File: src/rtl/mask_mem_arbiter.sv
// rtl/mask_mem_arbiter.sv - Single-port mask RAM arbiter: video reads first, loader writes through a 2-deep FIFO.
module mask_mem_arbiter #(
    parameter int ADDR_WIDTH = 15,
    parameter int DATA_WIDTH = 40,
    parameter int MAX_WORDS  = 18720
) (
    input  logic                  clk,
    input  logic                  reset_n,
    input  logic                  ioctl_download,
    input  logic                  wr_valid,
    input  logic [DATA_WIDTH-1:0] wr_data,
    output logic                  wr_ready,
    input  logic                  rd_req,
    input  logic [ADDR_WIDTH-1:0] rd_addr,
    output logic                  rd_valid,
    output logic [DATA_WIDTH-1:0] rd_data,
    output logic [ADDR_WIDTH-1:0] mem_address,
    output logic                  mem_wren,
    output logic [DATA_WIDTH-1:0] mem_data,
    input  logic [DATA_WIDTH-1:0] mem_q,
    output logic                  loaded,
    output logic [ADDR_WIDTH:0]   word_count,
    output logic                  overflow
);

    localparam int CW = ADDR_WIDTH + 1;
    localparam logic [CW-1:0] MAX_W = CW'(MAX_WORDS);

    typedef enum logic [1:0] {IDLE, LOAD, FLUSH, RUN} state_t;

    state_t                state_q, state_d;
    logic                  dl_q;
    logic                  pend_q, pend_d;
    logic [DATA_WIDTH-1:0] fifo_q [2];
    logic                  head_q;
    logic [1:0]            count_q;
    logic [CW-1:0]         wc_q;
    logic                  ovf_q;
    logic                  rd_valid_q;
    logic [DATA_WIDTH-1:0] rd_hold_q;

    logic rise, start, push, pop, wr_grant;

    always_comb begin
        state_d  = state_q;
        pend_d   = pend_q;
        rise     = ioctl_download & ~dl_q;
        unique case (state_q)
            IDLE:  if (rise) state_d = LOAD;
            LOAD:  if (!ioctl_download) state_d = FLUSH;
            FLUSH: begin
                // A restart seen while draining is remembered and honoured once in RUN.
                if (rise) pend_d = 1'b1;
                if (count_q == 2'd0) state_d = RUN;
            end
            RUN: begin
                pend_d = 1'b0;
                if (rise || (pend_q && ioctl_download)) state_d = LOAD;
            end
            default: state_d = IDLE;
        endcase
        start    = (state_d == LOAD) && (state_q != LOAD);

        wr_ready = (state_q == LOAD) && (count_q != 2'd2);
        push     = wr_valid & wr_ready;
        pop      = ~rd_req & (count_q != 2'd0);
        wr_grant = pop & (wc_q < MAX_W);

        mem_wren    = 1'b0;
        mem_address = '0;
        mem_data    = '0;
        if (rd_req) begin
            mem_address = rd_addr;
        end else if (wr_grant) begin
            mem_wren    = 1'b1;
            mem_address = wc_q[ADDR_WIDTH-1:0];
            mem_data    = fifo_q[head_q];
        end
    end

    always_ff @(posedge clk) begin
        if (!reset_n) begin
            state_q    <= IDLE;
            dl_q       <= 1'b0;
            pend_q     <= 1'b0;
            head_q     <= 1'b0;
            count_q    <= 2'd0;
            wc_q       <= '0;
            ovf_q      <= 1'b0;
            rd_valid_q <= 1'b0;
            rd_hold_q  <= '0;
        end else begin
            state_q    <= state_d;
            dl_q       <= ioctl_download;
            pend_q     <= pend_d;
            rd_valid_q <= rd_req;
            if (rd_valid_q) rd_hold_q <= mem_q;
            if (start) begin
                head_q  <= 1'b0;
                count_q <= 2'd0;
                wc_q    <= '0;
                ovf_q   <= 1'b0;
            end else begin
                if (push) fifo_q[head_q ^ count_q[0]] <= wr_data;
                count_q <= count_q + {1'b0, push} - {1'b0, pop};
                head_q  <= head_q ^ pop;
                if (wr_grant) wc_q <= wc_q + 1'b1;
                if (pop && !wr_grant) ovf_q <= 1'b1;
            end
        end
    end

    assign rd_valid   = rd_valid_q;
    assign rd_data    = rd_valid_q ? mem_q : rd_hold_q;
    assign loaded     = (state_q == RUN);
    assign word_count = wc_q;
    assign overflow   = ovf_q;

endmodule

File: config.mk
export PLATFORM = sky130hd
export DESIGN_NAME = mask_mem_arbiter
export DESIGN_NICKNAME = d
export VERILOG_FILES = /design/src/rtl/mask_mem_arbiter.sv
export SDC_FILE = /design/constraint.sdc
export NUM_CORES = 1
export LEC_CHECK = 0
export ABC_AREA = 0
export CELL_PAD_IN_SITES_DETAIL_PLACEMENT = 1
export CELL_PAD_IN_SITES_GLOBAL_PLACEMENT = 2
export CORE_AREA = 5 5 175 135
export CTS_CLUSTER_DIAMETER = 100
export DETAILED_ROUTE_END_ITERATION = 16
export DIE_AREA = 0 0 180 140
export GPL_TIMING_DRIVEN = 0
export PLACE_DENSITY = 0.83
export SLEW_MARGIN = 25
export SYNTH_ARGS = -nofsm -noshare
export SYNTH_HDL_FRONTEND = slang
export SYNTH_SLANG_ARGS = --single-unit
File: constraint.sdc
create_clock -name clk -period 3.6 [get_ports clk]
set_input_delay 0.72 -clock clk [delete_from_list [all_inputs] [get_ports clk]]
set_output_delay 0.72 -clock clk [all_outputs]
set_load 0.02 [all_outputs]
### Word-level counts from Yosys, hierarchy flattened

Memory sizes are Yosys's and may differ from the RTL's. A register that Yosys moved wholly into a read port is not among the register bits.
Index checks and enable logic that the tools add are counted.

* $add $sub $neg: 3
* magnitude comparators: 1
* eq/ne operators: 7
* muxes and demuxes: 19
* bitwise gates (word level): 9
* reductions and logical operators: 12

Operator list (count)
* 40-bit two-way mux: 3
* 15-bit two-way mux: 2
* 16-bit by 1-bit adder with 16-bit output (second input constant): 1
* 16-bit by 15-bit less-than comparator with 1-bit output (second input constant): 1
* 1-bit two-way mux: 8
* 2-bit two-way mux: 4
* 2-bit case mux with 4 select lines: 1
* 1-bit bitwise AND: 4
* 2-bit by 1-bit == test with 1-bit output (second input constant): 2
* 2-bit == test (second input constant): 2
* 1-bit logical AND: 4
* 2-bit logical NOT: 2
* 2-bit inequality test (second input constant): 2
* 2-bit nonzero test: 2
* 1-bit inverter: 3
* 2-bit by 1-bit adder with 2-bit output: 1
* 2-bit by 1-bit inequality test with 1-bit output (second input constant): 1
* 1-bit case mux with 2 select lines: 1
* 2-bit AND reduction: 1
* 2-bit OR reduction: 1
* 2-bit by 1-bit subtractor with 2-bit output: 1
* 1-bit XOR: 2
* 1-bit logical NOT: 1
* 1-bit logical OR: 1

* register bits after elaboration: 65
* memory bits (writable): 80
* output and inout bits: 116
* memories: 1

Memories
* fifo_q: words 2, bits a word 40, rd ports 1, clocked after Yosys merged registers in 1, write ports 1, RTL line 34 `logic [DATA_WIDTH-1:0] fifo_q [2];`

### Longest topological paths before layout

Gate-level depths: netlist of run 1.

* word-level depth: 10
* gate-level depth with buffers: 9
* depth with buffers taken out: 9

### Least setup slack after synthesis of run 1

OpenSTA, ideal clock, no wires.

* path type: register -> register
* from: register count_q[1]
* to: memory fifo_q[1][0] (enable)
* library setup time: 441 ps
* arrival time: 3087 ps
* slack: 72 ps
* stages on the path, launching flop included: 5
* path buffers: 0
* period minus slack after synthesis: 3528 ps
* cells stage by stage: dfxtp_1 -> nor2b_1 -> nor3b_1 -> nand3_1 -> nor2b_1

* elaborated cells between the ends (all ways): 12
* those cells by class: 2 x eq/ne; 6 x mux; 1 x bitwise; 3 x reduce/logical

RTL lines
* start: declaration: RTL line 36 `logic [1:0] count_q;`
* start signal: assignment: RTL line 105 `count_q <= count_q + {1'b0, push} - {1'b0, pop};`
* 2-bit inequality test: RTL line 64 `wr_ready = (state_q == LOAD) && (count_q != 2'd2);`
* 1-bit logical AND: RTL line 64
* named net wr_ready: RTL line 12 `output logic wr_ready,`
* 1-bit bitwise AND: RTL line 65 `push = wr_valid & wr_ready;`
* 1-bit two-way mux: RTL line 104 `if (push) fifo_q[head_q ^ count_q[0]] <= wr_data;`
* 1-bit two-way mux: RTL line 98 `if (start) begin`
* 1-bit two-way mux: RTL line 82 `if (!reset_n) begin`
* 1-bit two-way mux (not written as such): RTL line 104
* end: declaration: RTL line 34

The timed path passes the listed nets, and every way through them passes these cells.

### Final worst setup path of run 1

* from: register wc_q[10] (netlist: word_count[10])
* to: output port mem_data[27]

* cells in the longest elaborated chain, start to end: 4

Ends and longest elaborated chain
* start: declaration: RTL line 37 `logic [CW-1:0] wc_q;`
* start signal: assignment: RTL line 107 `if (wr_grant) wc_q <= wc_q + 1'b1;`
* 16-bit by 15-bit less-than comparator with 1-bit output: RTL line 67 `wr_grant = pop & (wc_q < MAX_W);`
* 1-bit bitwise AND: RTL line 67
* 40-bit two-way mux: RTL line 74 `end else if (wr_grant) begin`
* 40-bit two-way mux: RTL line 72 `if (rd_req) begin`
* end: declaration: RTL line 19 `output logic [DATA_WIDTH-1:0] mem_data,`

No other way between the ends.

==> results of run 1 <==
## timing repair
action	CTS	global route
hold buffers	0	0
setup endpoints to repair	52	34
gates resized for setup	1	16
setup buffers	1	0
pin swaps	1	0
## registers in the layout, indices dropped and copies added (netlist names)
register    cells
rd_hold_q      40
word_count     16
count_q         2
dl_q            1
overflow        1
state_q         2
pend_q          1
head_q          1
fifo_q         80
rd_valid        1
## worst max-delay path by stage
stage / slack (ns) / from / end / cells past startpoint
final: 0.15 / word_count[10]$_SDFFE_PP0N_ / mem_data[27] / 7
after global routing: 0.007 / word_count[10]$_SDFFE_PP0N_ / mem_data[26] / 7
after CTS: 0.04 / word_count[10]$_SDFFE_PP0N_ / mem_address[5] / 8
after detailed placement: 0.07 / rd_req / mem_data[32] / 9
after global placement: -1.55 / reset_n / fifo_q[1][2]$_DFFE_PP_ / 4
after floorplan: 0.07 / count_q[1]$_SDFF_PP0_ / fifo_q[1][0]$_DFFE_PP_ / 4
## layer usage
metal / wire (µm) / track usage [%] / part of all wire (%) / vias up
met5: 0 / 0 / 0 / -
met4: 144 / 3.01 / 0.83 / 0
met3: 1560 / 6.45 / 9.0 / 10
met2: 8370 / 22.8 / 48 / 150
met1: 7270 / 15.9 / 42 / 2174
li1: - / - / - / 2186
## cell usage in the layout, fill, tap and decap left out, types with 2 or more instances in the layout
master             n
dfxtp_1           64
nand2_1            8
bufinv_16          2
mux2i_1           40
a21oi_1           17
xnor2_1            2
xor2_1             2
clkbuf_1          16
o31ai_1           11
nor3_1             2
ha_1               3
nand4_1            3
or4_1             12
or3_1              3
clkdlybuf4s50_1  203
buf_1              3
nand3_1            5
buf_6              2
buf_2              3
and2_1            45
buf_4              2
nor2b_1            2
mux2_2            40
edfxtp_1          80
clkbuf_16         17
and4_1             2
a22o_1            12
inv_8              4
o21ai_0           10
inv_6              5
nor2_1            47
nor3b_1            2
buf_16             2
inv_1             11
dlymetal6s2s_1    11
clkinvlp_4         2
clkbuf_4           3
## tightest hold or removal path, cell delays in order (launching register included)
cell     delay [ns]
dfxtp_1        0.31
inv_1          0.05
a21oi_1        0.05
## cell type report
cell class	instances	area [µm²]	share of cell area, %
clock buffer	17	425	4.62
timing repair buffer	217	2230	24.2
buffer	29	144	1.56
tap	294	368	3.99
clock inverter	15	189	2.05
multi-input combinational	284	2110	22.9
sequential	145	3700	40.2
inverter	12	45.0	0.489
## kinds of logic (layout without fill, tap and decap cells)
logic type / after synthesis / after routing / synth area share, %
AOI/OAI and AO/OA: 58 / 58 / 6.83
muxes: 80 / 80 / 14.2
adders and majority gates: 3 / 3 / 0.628
DFF: 145 / 145 / 62.0
xor gates and xnor gates: 4 / 4 / 0.586
buffers and inverters: 41 / 290 / 3.06
and+or+nand+nor: 139 / 139 / 12.7
## stage by stage
step | hold WS [ns] | worst slack, ns | util, %
after floorplan | 0.510 | 0.0716 | -
after global routing | 0.500 | 0.00738 | 42.5
after global placement | 0.448 | -1.55 | 39.1
after detailed placement | 0.449 | 0.0719 | 39.4
after CTS | 0.458 | 0.0445 | 42.3
final | 0.451 | 0.153 | 42.5
## power breakdown
| group | leakage (nW) | switching (W) | total, W | internal, W |
|---|---|---|---|---|
| Combinational | 1.73 | 0.000259 | 0.000558 | 0.000299 |
| Clock | 0.296 | 0.000769 | 0.00183 | 0.00106 |
| Sequential | 1.25 | 0.0000165 | 0.00180 | 0.00179 |
==> flow_summary.ini, run 1 <==
[timing]
hold_violations = 0
setup_tns_ns = 0
worst_pin_slew_ns = 0.790
max_slew_margin_pct = 47.2
max_freq_mhz = 290
period_share_pct = 95.7
skew_ns = 0.00844
layout_min_cycle_time_ns = 3.45
slew_viol_final = 0
grt_setup_unrepaired = false
setup_violations = 0

[grt]
grt_pass1_wl_um = 27500
grt_max_degree = 26
grt_pass1_vias = 5018
grt_use_total_pct = 13.6
antenna_found_initial = 0
gr-total-overflow = 0

[clocking]
cts_tree = done
htreeDepth = 4
clockBufferDepth = 2
clk_latency_ns = 0.41
clock-sinks = 145
clk_pin_slew_ns = 0.07
clock-root-buffer = clkbuf_16
cts_buffers = 17

[yosys]
synth_cells = 470
ys_types = 44
yosysWarnings = 0
yosys-top-cells-count = edfxtp_1 (80), dfxtp_1 (65), nor2_1 (48), and2_1 (45)
ys_seq_area_share_pct = 62.0
yosys-top-cells-area = edfxtp_1 (40%), dfxtp_1 (22%), mux2_2 (7.5%)
synth_ff_type = edfxtp_1
syn_nets = 573
synth_largest_area_cell = edfxtp_1
yosysMostFrequentCell = edfxtp_1
synth_edf_count = 80
synthesis.area_um2 = 5970
netlist.area_leader.share_pct = 40.2
yosys_register_bits = 145
synthArstFlopShare_pct = 0
syn_avg_cell_area_um2 = 12.7

[power]
power_leakage_nw = 3.28
total_power_w = 0.00419
irDropWorstVdd_uv = 248
powerDensity_nw_per_um2 = 455

[floorplanning]
core-area_um2 = 21700
initial_utilization_pct = 27.5
num_rows = 47
io_pins = 216
die_h_um = 140
die_w_um = 180
die_area_um2 = 25200

[setup_path]
critPathBufInv = 3
cp.required_ns = 2.88
worstSetupStartpointType = register
slowest_stage = clkdlybuf4s50_1
worstSetupEndpointType = primary output
slowest_delay_ns = 0.54
crit_path_max_fanout = 10
path_delay_family = buffers and inverters
cp.arrival_ns = 2.73
ff2ff_path_depth = 5
r2r_end = fifo_q[1][6]$_DFFE_PP_
critical_path.cell_chain = or3b_4, o31ai_4, or2_1, buf_4, buf_2, nor2_1, clkdlybuf4s50_1
reg2reg_from = count_q[0]$_SDFF_PP0_
critical_path_class = register to primary output
reg2reg_slack_ns = 1.29

[placement]
gp_congestion = 0.798
portBuffers = 214
dp_cells = 980
dpl_cell_area_um2 = 8550
post-dp-hpwl_um = 13200

[finish]
syn_to_final_growth_pct = 54.3
nets = 809
drive_gt1_share_pct = 13.2
antenna_cells = 0
layout.cells.non_filler = 1013
stdcell_area_um2 = 9220
fillers = 2285

[drt]
wirelength_um = 17300
antenna_left = 0
vias = 4520
post_drt_wl_per_cell_um = 17.1
drtIter0Drc = 140
dr.pass1.iters = 4
viasPerCell = 4.46
drc = 0

[min_path]
min_to = overflow$_SDFFE_PP0P_
holdPathStages = 2
worst_hold_path_type = register to register
hp-start = overflow$_SDFFE_PP0P_

[status]
outcome = complete, no violations

[flow_run]
maxCapViolCount = 0
Note: power is estimated with default switching activity, not from simulation.
==> run 2, diff against run 1 <==
- SLEW_MARGIN: 25 -> 40
==> flow_summary.ini, run 2 (synthesized netlist as in run 1, its figures left out) <==
[drt]
post_drt_wl_per_cell_um = 17.1
vias = 4561
dr.pass1.iters = 5
viasPerCell = 4.49
drc = 0
antenna_left = 0
drtIter0Drc = 149
wirelength_um = 17400

[floorplanning]
io_pins = 216
die_area_um2 = 25200
num_rows = 47
core-area_um2 = 21700
die_h_um = 140
initial_utilization_pct = 27.5
die_w_um = 180

[clocking]
clockBufferDepth = 2
clock-sinks = 145
cts_tree = done
clk_pin_slew_ns = 0.07
clk_latency_ns = 0.41
clock-root-buffer = clkbuf_16
cts_hold_buf = 0
htreeDepth = 4
cts_buffers = 17

[power]
sequentialPowerShare_pct = 43.1
irDropWorstVdd_uv = 353
total_power_w = 0.00419
powerDensity_nw_per_um2 = 454
p_int_w = 0.00314
netSwitchingFraction_pct = 25.0
power_frac_clock_pct = 43.6
p_switching_w = 0.00105
power_leakage_nw = 3.24
pwr-share-comb_pct = 13.3

[timing]
worst_pin_slew_ns = 0.780
holdWs_ns = 0.457
hold_violations = 0
grt_setup_unrepaired = false
setup_violations = 0
skew_ns = 0.00680
slew_viol_final = 0
setup_tns_ns = 0
max_freq_mhz = 288
max_slew_margin_pct = 47.9
period_share_pct = 96.4
layout_min_cycle_time_ns = 3.47

[flow_run]
maxCapViolCount = 0

[placement]
dp_cells = 982
post-dp-hpwl_um = 13200
portBuffers = 214
gp_congestion = 0.798

[finish]
largest_reg_flops = 80
syn_to_final_growth_pct = 54.4
nets = 811
layout_commonest_cell = clkdlybuf4s50_1
drive_gt1_share_pct = 13.3
layout.cells.non_filler = 1015
antenna_cells = 0
mostFrequentLayoutCells = clkdlybuf4s50_1 (205), edfxtp_1 (80), dfxtp_1 (64)

[setup_path]
slowest_stage = clkdlybuf4s50_1
cp.required_ns = 2.88
slowest_delay_ns = 0.56
critical_path_class = register to primary output
worstSetupEndpointType = primary output
cp.arrival_ns = 2.75
crit_path_max_fanout = 10
critical_path.cell_chain = or3b_4, o31ai_4, or2_1, buf_4, buf_2, nor2_1, clkdlybuf4s50_1
worstSetupStartpointType = register

[grt]
antenna_found_initial = 0
grt_pass1_wl_um = 27100
grt_max_degree = 21
grt_use_total_pct = 13.5
grt_pass1_vias = 5007
gr-total-overflow = 0

[min_path]
worst_hold_path_type = register to register

[status]
outcome = complete, no violations
==> run 2: repair_timing <==
action                                  in CTS  in global routing
pin swaps                                    1                  0
buffers inserted                             1                  0
endpoints found under the setup margin      50                 32
resized for setup                            2                 13
==> run 2: critical path: cells and delay by family, from the launching register on <==
family / cells / cell delay, ns
buffers and inverters: 3 / 0.98
DFF: 1 / 0.40
and+or+nand+nor: 3 / 0.68
AOI/OAI and AO/OA: 1 / 0.26
==> run 2: layout make-up <==
class                   count  area (µm²)
repair buffers            219        2240
multi-input cells         284        2110
well taps                 294         368
inverters                  12        45.0
flip-flops and latches    145        3700
clock buffers              17         425
clock inverters            15         188
fillers                  2289       12500
plain buffers              29         144
==> run 2: per-stage QoR <==
stage                     instance area (µm²)  utilization [%]  worst slack [ns]
after floorplan                          5970                -            0.0716
after global placement                   8480             39.1             -1.55
after detailed placement                 8570             39.5            0.0676
after CTS                                9190             42.4           0.00553
after global routing                     9230             42.5            0.0108
final                                    9230             42.5             0.130
==> run 2: path summary, 6_finish.rpt <==
| path | startpoint | end | slack (ns) | depth (start not counted) |
|---|---|---|---|---|
| worst min register to register | overflow$_SDFFE_PP0P_ | overflow$_SDFFE_PP0P_ | 0.46 | 2 |
| worst max-delay path | word_count[10]$_SDFFE_PP0N_ | mem_data[10] | 0.13 | 7 |
| worst min-delay path | overflow$_SDFFE_PP0P_ | overflow$_SDFFE_PP0P_ | 0.46 | 2 |
| worst max register to register | count_q[0]$_SDFF_PP0_ | fifo_q[1][15]$_DFFE_PP_ | 1.47 | 6 |
==> run 2: routing by layer <==
layer	global-route usage [%]	up-vias	share of wire, %
li1	-	2178	-
met1	15.4	2226	42
met2	23.0	145	49
met3	6.40	12	8.5
met4	3.13	0	0.85
met5	0	-	0
==> run 2: power groups by stage <==
stage,Sequential [W],Clock [W],Combinational (W)
2_1_floorplan,0.00184,0,0.000260
3_3_place_gp,0.00184,0,0.000543
3_5_place_dp,0.00184,0,0.000563
4_1_cts,0.00180,0.00189,0.000569
5_1_grt,0.00181,0.00196,0.000597
6_report,0.00180,0.00183,0.000559
==> run 3, diff against run 2 <==
- SKIP_LAST_GASP: default -> 1
==> flow_summary.ini, run 3 (synthesized netlist as in run 1, its figures left out) <==
[status]
outcome = complete, no violations

[setup_path]
crit_path_max_fanout = 10
cp.arrival_ns = 2.75
critical_path.cell_chain = or3b_4, o31ai_4, or2_1, buf_4, buf_2, nor2_1, clkdlybuf4s50_1
critical_path_class = register to primary output
worstSetupEndpointType = primary output
slowest_delay_ns = 0.56
cp.required_ns = 2.88
worstSetupStartpointType = register
slowest_stage = clkdlybuf4s50_1

[power]
powerDensity_nw_per_um2 = 454
irDropWorstVdd_uv = 354
power_leakage_nw = 3.24

[finish]
layout.cells.non_filler = 1015
antenna_cells = 0
syn_to_final_growth_pct = 54.4
largest_reg_flops = 80
fillers = 2290
nets = 811
drive_gt1_share_pct = 13.3
layout_commonest_cell = clkdlybuf4s50_1
mostFrequentLayoutCells = clkdlybuf4s50_1 (205), edfxtp_1 (80), dfxtp_1 (64)

[placement]
gp_congestion = 0.798
dp_cells = 982
portBuffers = 214
post-dp-hpwl_um = 13200

[grt]
grt_use_total_pct = 13.5
grt_pass1_vias = 5007
grt_pass1_wl_um = 27100
antenna_found_initial = 0
gr-total-overflow = 0
grt_max_degree = 21

[clocking]
cts_hold_buf = 0
clk_latency_ns = 0.41
htreeDepth = 4
cts_tree = done
clockBufferDepth = 2
clock-root-buffer = clkbuf_16
clock-sinks = 145
cts_buffers = 17
clk_pin_slew_ns = 0.07

[flow_run]
maxCapViolCount = 0

[floorplanning]
die_w_um = 180
die_area_um2 = 25200
die_h_um = 140
io_pins = 216
num_rows = 47
initial_utilization_pct = 27.5
core-area_um2 = 21700

[timing]
hold_violations = 0
skew_ns = 0.00679
max_freq_mhz = 288
worst_pin_slew_ns = 0.780
slew_viol_final = 0
max_slew_margin_pct = 47.9
period_share_pct = 96.3
setup_tns_ns = 0
setup_violations = 0
layout_min_cycle_time_ns = 3.47
grt_setup_unrepaired = true

[drt]
post_drt_wl_per_cell_um = 17.1
vias = 4560
drtIter0Drc = 169
viasPerCell = 4.49
top_layer = met4
route.met3.wl_um = 1500
antenna_left = 0
drc = 0
wl_met2_um = 8430
drt-met1-wl_um = 7290
dr.pass1.iters = 5
wirelength_um = 17400

[min_path]
worst_hold_path_type = register to register
## run 3: cell types whose count changed in the layout (fill, tap and decap cells not counted), sizes merged
| cell | change |
|---|---|
| buf | +1 |
| clkbuf | -1 |
## run 3: metrics by stage
step	power [W]	area, µm²	hold slack [ns]	util [%]	setup slack, ns
after floorplan	0.00210	5970	0.510	-	0.0716
after global placement	0.00238	8480	0.448	39.1	-1.55
after detailed placement	0.00240	8570	0.449	39.5	0.0676
after CTS	0.00426	9190	0.458	42.4	0.00553
after global routing	0.00436	9220	0.500	42.5	-0.00758
final	0.00419	9220	0.457	42.5	0.132
## run 3: area by class of cell
| type | instances | area [µm²] | area share, % |
|---|---|---|---|
| Multi-Input combinational cell | 284 | 2110 | 22.9 |
| Inverter | 12 | 45.0 | 0.488 |
| Clock buffer | 17 | 425 | 4.61 |
| Tap cell | 294 | 368 | 3.99 |
| Timing Repair Buffer | 219 | 2240 | 24.3 |
| Buffer | 29 | 141 | 1.53 |
| Sequential cell | 145 | 3700 | 40.2 |
| Clock inverter | 15 | 188 | 2.04 |
## run 3: routing by layer
metal  global-route usage [%]  vias to the layer above
li1                         -                     2178
met1                     15.4                     2223
met2                     23.0                      147
met3                     6.40                       12
met4                     3.13                        0
met5                        0                        -
## run 3: final timing paths
check / slack [ns] / cells after the start / start / endpoint
max reg2reg: 1.46 / 6 / count_q[0]$_SDFF_PP0_ / fifo_q[1][12]$_DFFE_PP_
min: 0.46 / 2 / overflow$_SDFFE_PP0P_ / overflow$_SDFFE_PP0P_
min reg2reg: 0.46 / 2 / overflow$_SDFFE_PP0P_ / overflow$_SDFFE_PP0P_
max: 0.13 / 7 / word_count[10]$_SDFFE_PP0N_ / mem_data[10]
## run 3: repair_timing
action	in CTS	in global routing
gates resized for setup	2	12
buffers inserted	1	0
pin swaps	1	0
endpoints found under the setup margin	50	32
## run 3: where the power goes
group          switching, W  internal [W]
Sequential        0.0000165       0.00179
Combinational      0.000259      0.000299
Clock              0.000769       0.00106
## run 3: worst max-delay path, delay by kind of cell, from the launching register on
kind / cells / cell delay (ns)
buf+inv: 3 / 0.98
simple gates: 3 / 0.68
flops: 1 / 0.40
compound gates: 1 / 0.26
